==> config.mk <==
export PLATFORM = sky130hd
export DESIGN_NAME = bcd_to_bin_seq
export DESIGN_NICKNAME = d
export VERILOG_FILES = /design/src/rtl/bcd_pkg.sv /design/src/rtl/bcd_digit_corr.sv /design/src/rtl/bcd_to_bin_seq.sv
export SDC_FILE = /design/constraint.sdc
export NUM_CORES = 1
export LEC_CHECK = 0
export ABC_AREA = 1
export CAP_MARGIN = 20
export CORE_MARGIN = 1.5
export CORE_UTILIZATION = 53
export CTS_BUF_LIST = sky130_fd_sc_hd__clkbuf_16
export DETAILED_ROUTE_END_ITERATION = 6
export GPL_ROUTABILITY_DRIVEN = 0
export HOLD_SLACK_MARGIN = 0.1
export PLACE_DENSITY = 0.78
export SLEW_MARGIN = 20
export SYNTH_ARGS = -nofsm -noshare
export SYNTH_HDL_FRONTEND = slang
export SYNTH_HIERARCHICAL = 1
export SYNTH_SLANG_ARGS = --single-unit
==> constraint.sdc <==
create_clock -name clk -period 1.7 [get_ports clk]
set_input_delay 0.51 -clock clk [delete_from_list [all_inputs] [get_ports clk]]
set_output_delay 0.51 -clock clk [all_outputs]
set_load 0.005 [all_outputs]
==> src/rtl/bcd_pkg.sv <==
// Shared types, constants and helpers for the packed-BCD to binary converter.
package bcd_pkg;

  typedef enum logic [1:0] {IDLE, SHIFT, DONE} bcd_state_t;

  localparam logic [3:0] BCD_DIGIT_MAX = 4'd9;
  localparam logic [3:0] BCD_CORR_TH   = 4'd8;
  localparam logic [3:0] BCD_CORR      = 4'd3;

  function automatic logic bcd_valid(input logic [3:0] digit);
    return digit <= BCD_DIGIT_MAX;
  endfunction

endpackage

==> src/rtl/bcd_digit_corr.sv <==
// Reverse double-dabble digit correction: a post-shift digit >= 8 loses 3.
module bcd_digit_corr
  import bcd_pkg::*;
(
  input  logic [3:0] d,
  output logic [3:0] y
);

  assign y = (d >= BCD_CORR_TH) ? d - BCD_CORR : d;

endmodule

==> src/rtl/bcd_to_bin_seq.sv <==
// Sequential packed-BCD to binary converter (reverse double-dabble, one bit per cycle).
// BCD digits ride in the top of the shift register; binary bits fall out into the low BIN_W bits.
module bcd_to_bin_seq
  import bcd_pkg::*;
#(
  parameter int DIGITS = 2,
  parameter int BIN_W  = 7
) (
  input  logic                  clk,
  input  logic                  rst_n,
  input  logic                  start,
  input  logic [4*DIGITS-1:0]   bcd,
  output logic                  busy,
  output logic                  done,
  output logic [BIN_W-1:0]      bin,
  output logic                  err
);

  localparam int SW = 4*DIGITS + BIN_W;
  localparam int CW = $clog2(BIN_W + 1);

  if (DIGITS < 1 || DIGITS > 4) begin : g_chk_digits
    $error("bcd_to_bin_seq: DIGITS must be 1..4");
  end
  if (BIN_W != $clog2(10**DIGITS)) begin : g_chk_width
    $error("bcd_to_bin_seq: BIN_W must equal clog2(10**DIGITS)");
  end

  bcd_state_t      state;
  logic [SW-1:0]   shreg;
  logic [SW-1:0]   shifted;
  logic [SW-1:0]   shreg_nxt;
  logic [CW-1:0]   count;
  logic            any_bad;

  always_comb begin
    any_bad = 1'b0;
    for (int i = 0; i < DIGITS; i++)
      if (!bcd_valid(bcd[4*i +: 4])) any_bad = 1'b1;
  end

  // Correction acts on the already-shifted value within the same cycle.
  assign shifted = shreg >> 1;
  assign shreg_nxt[BIN_W-1:0] = shifted[BIN_W-1:0];

  for (genvar g = 0; g < DIGITS; g++) begin : g_corr
    bcd_digit_corr u_corr (
      .d (shifted[BIN_W + 4*g +: 4]),
      .y (shreg_nxt[BIN_W + 4*g +: 4])
    );
  end

  assign busy = (state != IDLE);

  always_ff @(posedge clk or negedge rst_n) begin
    if (!rst_n) begin
      state <= IDLE;
      shreg <= '0;
      count <= '0;
      done  <= 1'b0;
      bin   <= '0;
      err   <= 1'b0;
    end else begin
      done <= 1'b0;
      case (state)
        IDLE: begin
          if (start) begin
            shreg <= {bcd, {BIN_W{1'b0}}};
            count <= CW'(BIN_W);
            if (any_bad) begin
              bin   <= '0;
              err   <= 1'b1;
              done  <= 1'b1;
              state <= DONE;
            end else begin
              state <= SHIFT;
            end
          end
        end
        SHIFT: begin
          shreg <= shreg_nxt;
          count <= count - CW'(1);
          if (count == CW'(1)) begin
            bin   <= shreg_nxt[BIN_W-1:0];
            err   <= 1'b0;
            done  <= 1'b1;
            state <= DONE;
          end
        end
        DONE:    state <= IDLE;
        default: state <= IDLE;
      endcase
    end
  end

  // The digit field must be drained completely by the final shift.
  a_field_empty: assert property (@(posedge clk) disable iff (!rst_n)
    (state == SHIFT && count == CW'(1)) |-> (shreg_nxt[SW-1:BIN_W] == '0));

endmodule

==> results.json, run 1 <==
{
  "ctsHoldBuffers": 0,
  "num-nets-final": 228,
  "design.core.area_mm2": 0.002710,
  "fp.dieArea_mm2": 0.003161,
  "cts_root_buf": "sky130_fd_sc_hd__clkbuf_16",
  "critical_path_class": "reg -> out",
  "post_route_cells_drive_above_1_share_pct": 14.29,
  "r2r_end": "bin[2]",
  "placed_cells_incl_taps": 236,
  "worst_path_dominant_cell_family": "buffers and inverters",
  "layout_setup_ws_ps": 65.69,
  "path_cells": "clkdlybuf4s50_1",
  "p_int_w": 0.001900,
  "post_dp_hpwl_um": 2087,
  "power.ir.vdd_worst_uv": 1336,
  "p_leak_nw": 0.9862,
  "number_of_design_rule_violations_left_after_detail_routing": 0,
  "io-pin-count": 21,
  "route.final.wire_length_um": 2861,
  "final-setup-viol-count": 0,
  "period_minus_slack_ps": 1634,
  "drv.max_cap_violation_count": 0,
  "post_synth_inst_count": 177,
  "synthesis.area_per_instance_um2": 8.483,
  "share_of_power_burned_in_combinational_logic_pct": 42.3,
  "start_util_pct": 55.40,
  "worstPathBufferInverterCount": 1,
  "synth-compound-area-share_pct": 9.000,
  "hold_start": "err",
  "die_width_um": 56.23,
  "min_to": "err",
  "yosys.cell_types.count": 25,
  "yosys.area_share.adder_pct": 5.000,
  "synthesis_warnings": 6,
  "worst-endpoint-arrival_ps": 1120,
  "syn_to_final_growth_pct": 25.33,
  "worst_path_largest_cell_delay_ps": 510,
  "reg2regPathDepth": 5,
  "clock-sinks": 28,
  "power.clock.fraction_pct": 22.3,
  "hp-class": "reg -> reg",
  "portBuffers": 20,
  "rows": 19,
  "grt_total_usage_pct": 20.85,
  "fin_crit_sh_pct": 96.14,
  "synth-edff-count": 0,
  "worst_setup_path_end_kind": "primary output",
  "synth-async-reset-ratio_pct": 100.0,
  "critical_path_required_time_ps": 1190,
  "synth.mux.area_fraction_pct": 0,
  "cts.htree.levels": 1,
  "first_global_vias": 1248,
  "num_antenna_cells": 0,
  "synth_seq_cells": 28,
  "finalMaxSlewViolations": 0,
  "drt_first_pass_iters": 4,
  "synth_top_family_by_area": "simple AND/OR/NAND/NOR gates",
  "tritoncts_buffer_count": 3,
  "regToRegSetupSlack_ps": 300,
  "regToRegStartpoint": "state[1]",
  "status": "completed",
  "detailedPlace.worstSlack_ps": -107.5,
  "floorplan.die.height_um": 56.23,
  "final.setup.tns_ps": 0,
  "largest_net_degree_at_the_start_of_global_routing": 29,
  "worstSetupStartpointType": "flip-flop",
  "dr_vias": 1233,
  "synth_seq_area_share_pct": 46.67,
  "hold_violations": 0,
  "cell_area_power_density_mw_per_mm2": 1626,
  "tritoncts": "built",
  "avgRoutedWirePerCell_um": 11.87,
  "final_cells": 241,
  "power.share.switching_pct": 37.92,
  "synth_simple_gate_area_share_pct": 27.67,
  "grt_first_pass_wirelength_um": 5216,
  "antenna_left": 0,
  "clock_insertion_delay_worst_skew_ps": 260,
  "seq_power_share_pct": 35.4,
  "antenna_found_initial": 0,
  "synth_top_flop_cell": "sky130_fd_sc_hd__dfrtp_1",
  "holdPathStages": 2,
  "max_freq_mhz": 611.9,
  "rsz0062_at_grt": "false",
  "clock_skew_ps": 3.310,
  "grt_overflow_total": 0,
  "yosys.area_share.xor_xnor_pct": 1.750,
  "drt_iter0_markers": 26,
  "worst_path_max_delay_cell": "sky130_fd_sc_hd__clkdlybuf4s50_1",
  "post_detailed_route_via_to_cell_ratio": 5.116,
  "switching_power_w": 0.001160,
  "critPathMaxFanout": 2,
  "cts-root-to-sink-buffers": 2,
  "cts.reportedPaths.clkPinSlew_ps": 70,
  "synthesis.area_mm2": 0.001501
}
## state kept, by name (all words and copies together), names as in the netlist
| name | count |
|---|---|
| done | 1 |
| err | 1 |
| count | 3 |
| bin | 7 |
| shreg | 14 |
| state | 2 |
## how the worst max path moves through the flow
stage                         from      to  slack, ps  cells past startpoint
after global placement      bcd[5]  bin[6]        -20                      6
after detailed placement    bcd[5]  bin[3]       -110                      6
after global routing        bin[2]  bin[2]         20                      1
final                       bin[3]  bin[3]         70                      1
after CTS                   bin[2]  bin[2]         50                      1
after floorplan           count[1]  bin[0]        450                      7
## area by class of cell
cell class	instances	area [um2]
fill	216	828.3
sequential	28	700.7
multi-input combinational	125	674.4
timing repair buffer	29	266.5
inverter	24	96.34
clock buffer	3	75.07
tap	31	38.79
clock inverter	1	30.03
## logic make-up (layout without fill, tap and decap cells)
| family | Yosys count | after routing |
|---|---|---|
| AO/OA/AOI/OAI | 19 | 19 |
| other | 1 | 6 |
| AND/OR/NAND/NOR | 91 | 91 |
| buffers and inverters | 29 | 57 |
| adder cells (fa/ha/maj) | 6 | 6 |
| XOR/XNOR | 3 | 3 |
| flip-flops | 28 | 28 |
## Yosys cell counts, types with 2 or more instances
| library cell | number | area, um2 |
|---|---|---|
| sky130_fd_sc_hd__ha_1 | 6 | 75.07 |
| sky130_fd_sc_hd__nand4_1 | 8 | 50.05 |
| sky130_fd_sc_hd__a21boi_1 | 2 | 15.01 |
| sky130_fd_sc_hd__buf_6 | 3 | 33.78 |
| sky130_fd_sc_hd__buf_4 | 2 | 15.01 |
| sky130_fd_sc_hd__nand2_4 | 2 | 22.52 |
| sky130_fd_sc_hd__o21ai_1 | 4 | 20.02 |
| sky130_fd_sc_hd__nand2_2 | 5 | 31.28 |
| sky130_fd_sc_hd__a22oi_2 | 2 | 25.02 |
| sky130_fd_sc_hd__nand2_1 | 62 | 232.7 |
| sky130_fd_sc_hd__dfrtp_1 | 28 | 700.7 |
| sky130_fd_sc_hd__inv_1 | 20 | 75.07 |
| sky130_fd_sc_hd__xor2_1 | 2 | 17.52 |
| sky130_fd_sc_hd__nand3_1 | 11 | 55.05 |
| sky130_fd_sc_hd__o22ai_1 | 5 | 31.28 |
| sky130_fd_sc_hd__nor2_2 | 2 | 12.51 |
| sky130_fd_sc_hd__inv_4 | 2 | 12.51 |
| sky130_fd_sc_hd__o21ai_0 | 4 | 20.02 |
## per-stage QoR
stage / cell area [um2] / hold WS (ps) / power (W) / util (%)
floorplan: 1520 / 214.4 / 0.002062 / -
global placement: 1770 / 481.0 / 0.002318 / 65.33
detailed placement: 1770 / 487.4 / 0.002383 / 65.33
CTS: 1882 / 502.9 / 0.003080 / 69.44
global route: 1882 / 538.5 / 0.003319 / 69.44
finish: 1882 / 497.8 / 0.003061 / 69.44
## what timing repair did
| item | CTS | global route |
|---|---|---|
| setup buffers | 1 | 0 |
| pin swaps | 0 | 0 |
| resized for setup | 1 | 1 |
| endpoints found under the setup margin | 1 | 5 |
## cell usage in the layout (no fill, tap or decap)
cell,n
sky130_fd_sc_hd__a21boi_1,2
sky130_fd_sc_hd__a21oi_4,1
sky130_fd_sc_hd__a22oi_2,2
sky130_fd_sc_hd__buf_4,9
sky130_fd_sc_hd__bufinv_16,1
sky130_fd_sc_hd__clkbuf_16,3
sky130_fd_sc_hd__clkdlybuf4s50_1,19
sky130_fd_sc_hd__clkinv_2,1
sky130_fd_sc_hd__conb_1,6
sky130_fd_sc_hd__dfrtp_1,28
sky130_fd_sc_hd__dlygate4sd2_1,1
sky130_fd_sc_hd__ha_1,6
sky130_fd_sc_hd__inv_1,20
sky130_fd_sc_hd__inv_2,1
sky130_fd_sc_hd__inv_4,2
sky130_fd_sc_hd__nand2_1,62
sky130_fd_sc_hd__nand2_2,5
sky130_fd_sc_hd__nand2_4,2
sky130_fd_sc_hd__nand3_1,11
sky130_fd_sc_hd__nand4_1,8
sky130_fd_sc_hd__nor2_2,2
sky130_fd_sc_hd__nor2_4,1
sky130_fd_sc_hd__o21a_1,1
sky130_fd_sc_hd__o21ai_0,3
sky130_fd_sc_hd__o21ai_1,5
sky130_fd_sc_hd__o22ai_1,5
sky130_fd_sc_hd__xnor2_1,1
sky130_fd_sc_hd__xor2_1,2
## power groups by stage
stage | clock network, W | registers (W) | logic [W]
4_1_cts | 0.000694 | 0.00108 | 0.00130
6_report | 0.000683 | 0.00108 | 0.00129
3_5_place_dp | 0 | 0.00109 | 0.00129
3_3_place_gp | 0 | 0.00108 | 0.00124
5_1_grt | 0.000723 | 0.00112 | 0.00148
2_1_floorplan | 0 | 0.00105 | 0.00101
## per-layer routing
layer / vias to the layer above / global-route usage, % / wire (um)
li1: 623 / - / -
met1: 583 / 23.67 / 1220
met4: 0 / 9.184 / 53
met3: 6 / 4.419 / 104
met5: - / 0 / 0
met2: 21 / 37.31 / 1483
Power figures use the tool's default switching activity.
==> run 2, diff against run 1 <==
--- a/config.mk
+++ b/config.mk
@@ -7,13 +7,14 @@
 export LEC_CHECK = 0
 export ABC_AREA = 1
 export CAP_MARGIN = 20
-export CORE_MARGIN = 1.5
+export CORE_MARGIN = 2
 export CORE_UTILIZATION = 53
 export CTS_BUF_LIST = sky130_fd_sc_hd__clkbuf_16
 export DETAILED_ROUTE_END_ITERATION = 6
 export GPL_ROUTABILITY_DRIVEN = 0
 export HOLD_SLACK_MARGIN = 0.1
 export PLACE_DENSITY = 0.78
+export RECOVER_POWER = 25
 export SLEW_MARGIN = 20
 export SYNTH_ARGS = -nofsm -noshare
 export SYNTH_HDL_FRONTEND = slang
==> run 2 against run 1 <==
  * Clock skew is 2.3 ps higher
  * Design area is 0.13% lower
  * Critical path depth stayed put
  * Sequential share of layout area hardly changed
  * Global-route usage is 1.1 points lower
  * Power is 1.0% higher
  * Sequential power hardly changed
  * Worst hold slack better by 2.1 ps
  * Cell count stayed put
  * Die area is 3.6% higher
  * Flip-flop and latch count stayed put
  * Clock power hardly changed
  * Critical endpoint is now bin[4]
==> results.json, run 2 (same netlist as run 1, synthesis figures left out) <==
{
  "status": "completed",
  "drt_iter0_markers": 29,
  "fin_crit_sh_pct": 96.01,
  "design.core.area_mm2": 0.002734,
  "largest_registers": "shreg: 14 flops, bin: 7 flops, count: 3 flops",
  "cp.depth": 1,
  "total_power_w": 0.003091,
  "dr_vias": 1241,
  "final-setup-viol-count": 0,
  "groute.layer.met3.usage_pct": 4.762,
  "hp-class": "reg -> reg",
  "worst-endpoint-arrival_ps": 1120,
  "grtUsageMet1_pct": 25.56,
  "switching_power_w": 0.001181,
  "drv.max_cap_violation_count": 0,
  "start_util_pct": 54.92,
  "post_route_cells_drive_above_1_share_pct": 14.29,
  "antenna_left": 0,
  "power.clock.fraction_pct": 22.1,
  "tritoncts_buffer_count": 3,
  "worst_path_max_delay_cell": "sky130_fd_sc_hd__clkdlybuf4s50_1",
  "critPathMaxFanout": 2,
  "seq_power_share_pct": 35.4,
  "die_width_um": 57.23,
  "n_fill_cell": 225,
  "fp.dieArea_mm2": 0.003275,
  "power.share.switching_pct": 38.20,
  "worst_setup_path_end_kind": "primary output",
  "layout_setup_ws_ps": 67.89,
  "worst_path_largest_cell_delay_ps": 500,
  "clock_skew_ps": 5.569,
  "share_of_power_burned_in_combinational_logic_pct": 42.5,
  "floorplan.die.height_um": 57.23,
  "number_of_design_rule_violations_left_after_detail_routing": 0,
  "worst_slew_pin_slew_ps": 672.2,
  "antenna_found_initial": 0,
  "cell_area_power_density_mw_per_mm2": 1645,
  "io-pin-count": 21,
  "reg2regPathDepth": 5,
  "rsz0062_at_grt": "false",
  "worstSetupStartpointType": "flip-flop",
  "largest_register_ff_count": 14,
  "register_with_the_most_flip_flops": "shreg",
  "first_global_vias": 1169,
  "rows": 19,
  "cts-root-to-sink-buffers": 2,
  "path_cells": "clkdlybuf4s50_1",
  "critical_path_required_time_ps": 1190,
  "post_dp_hpwl_um": 2147,
  "final_common_cell": "sky130_fd_sc_hd__nand2_1",
  "p_leak_nw": 0.9858,
  "route.final.wire_length_um": 2909,
  "grt_first_pass_wirelength_um": 5078,
  "detailedPlace.worstSlack_ps": -106.3,
  "worst_path_dominant_cell_family": "buffers and inverters",
  "num_antenna_cells": 0,
  "p_int_w": 0.001910,
  "syn_to_final_growth_pct": 25.17,
  "cts.htree.levels": 1,
  "max_freq_mhz": 612.7,
  "use_met2_pct": 35.63,
  "num-nets-final": 228,
  "grt_total_usage_pct": 19.78,
  "finalMaxSlewViolations": 0,
  "hold_violations": 0,
  "tritoncts": "built",
  "cts_root_buf": "sky130_fd_sc_hd__clkbuf_16",
  "clock_insertion_delay_worst_skew_ps": 260,
  "post_detailed_route_via_to_cell_ratio": 5.149,
  "clock-sinks": 28,
  "top_usage_layer": "met2",
  "slew-limit-headroom_pct": 55.19,
  "critical_path_class": "reg -> out",
  "portBuffers": 20,
  "avgRoutedWirePerCell_um": 12.07,
  "largest_net_degree_at_the_start_of_global_routing": 29,
  "cts.reportedPaths.clkPinSlew_ps": 70,
  "worstPathBufferInverterCount": 1,
  "holdPathStages": 2,
  "leading_cell_types_in_the_layout_fill_and_taps_excluded": "sky130_fd_sc_hd__nand2_1 (62), sky130_fd_sc_hd__dfrtp_1 (28), sky130_fd_sc_hd__inv_1 (20)",
  "period_minus_slack_ps": 1632,
  "drt_first_pass_iters": 4,
  "power.ir.vdd_worst_uv": 1442,
  "grt_overflow_total": 0
}
run 2: changes by cell type in the layout (fill, tap and decap cells not counted):
cell                              previous run  this run
sky130_fd_sc_hd__clkdlybuf4s50_1            19        18
sky130_fd_sc_hd__clkbuf_2                    0         1
sky130_fd_sc_hd__o21ai_1                     5         4
sky130_fd_sc_hd__buf_4                       9         8
sky130_fd_sc_hd__dlygate4sd3_1               0         1
sky130_fd_sc_hd__o21ai_0                     3         4
run 2: stage by stage:
step | util (%) | instance area [um2] | std cells | TNS [ps] | hold slack (ps)
4_1_cts | 68.83 | 1882 | 241 | 0 | 502.9
5_1_grt | 68.74 | 1879 | 241 | 0 | 523.2
2_1_floorplan | - | 1520 | 182 | 0 | 214.4
3_3_place_gp | 64.76 | 1770 | 236 | -226.4 | 480.1
6_report | 68.74 | 1879 | 241 | 0 | 499.9
3_5_place_dp | 64.76 | 1770 | 236 | -943.2 | 486.9
run 2: what timing repair did:
item                                   CTS  global route
endpoints found under the hold margin    0             0
gates resized for setup                  1             0
buffers inserted                         1             0
hold buffers                             0             0
setup endpoints to repair                1             0
run 2: tightest hold or removal path, stage by stage (launching register included):
cell and delay (ps):
sky130_fd_sc_hd__dfrtp_1 340, sky130_fd_sc_hd__nand3_1 80, sky130_fd_sc_hd__nand2_1 50
run 2: power by group through the flow:
stage               combinational [W]  sequential (W)  clock [W]
CTS                           0.00133         0.00109   0.000694
finish                        0.00132         0.00109   0.000682
global placement              0.00125         0.00108          0
floorplan                     0.00101         0.00105          0
global route                  0.00149         0.00112   0.000719
detailed placement            0.00131         0.00110          0
run 2: final timing paths:
check / startpoint / endpoint / slack (ps)
min in group asynchronous: rst_n / count[1] / 810
worst max register to register: state[1] / bin[1] / 290
worst min register to register: bin[2] / bin[2] / 500
max in group asynchronous: rst_n / bin[1] / 450
worst max-delay path: bin[4] / bin[4] / 70
worst min-delay path: bin[2] / bin[2] / 500
run 2: layout make-up:
| cell class | instances | area (um2) | area share [%] |
|---|---|---|---|
| repair buffers | 29 | 264.0 | 14.05 |
| well taps | 31 | 38.79 | 2.064 |
| inverters | 24 | 96.34 | 5.127 |
| clock inverters | 1 | 30.03 | 1.598 |
| multi-input cells | 125 | 674.4 | 35.89 |
| flip-flops and latches | 28 | 700.7 | 37.28 |
| clock buffers | 3 | 75.07 | 3.995 |
run 2: per-layer routing:
metal	part of all wire, %	wire length, um	vias to the layer above
met3	3.6	105	0
met4	0	0	0
met5	0	0	-
li1	-	-	620
met1	44	1279	598
met2	52	1524	23
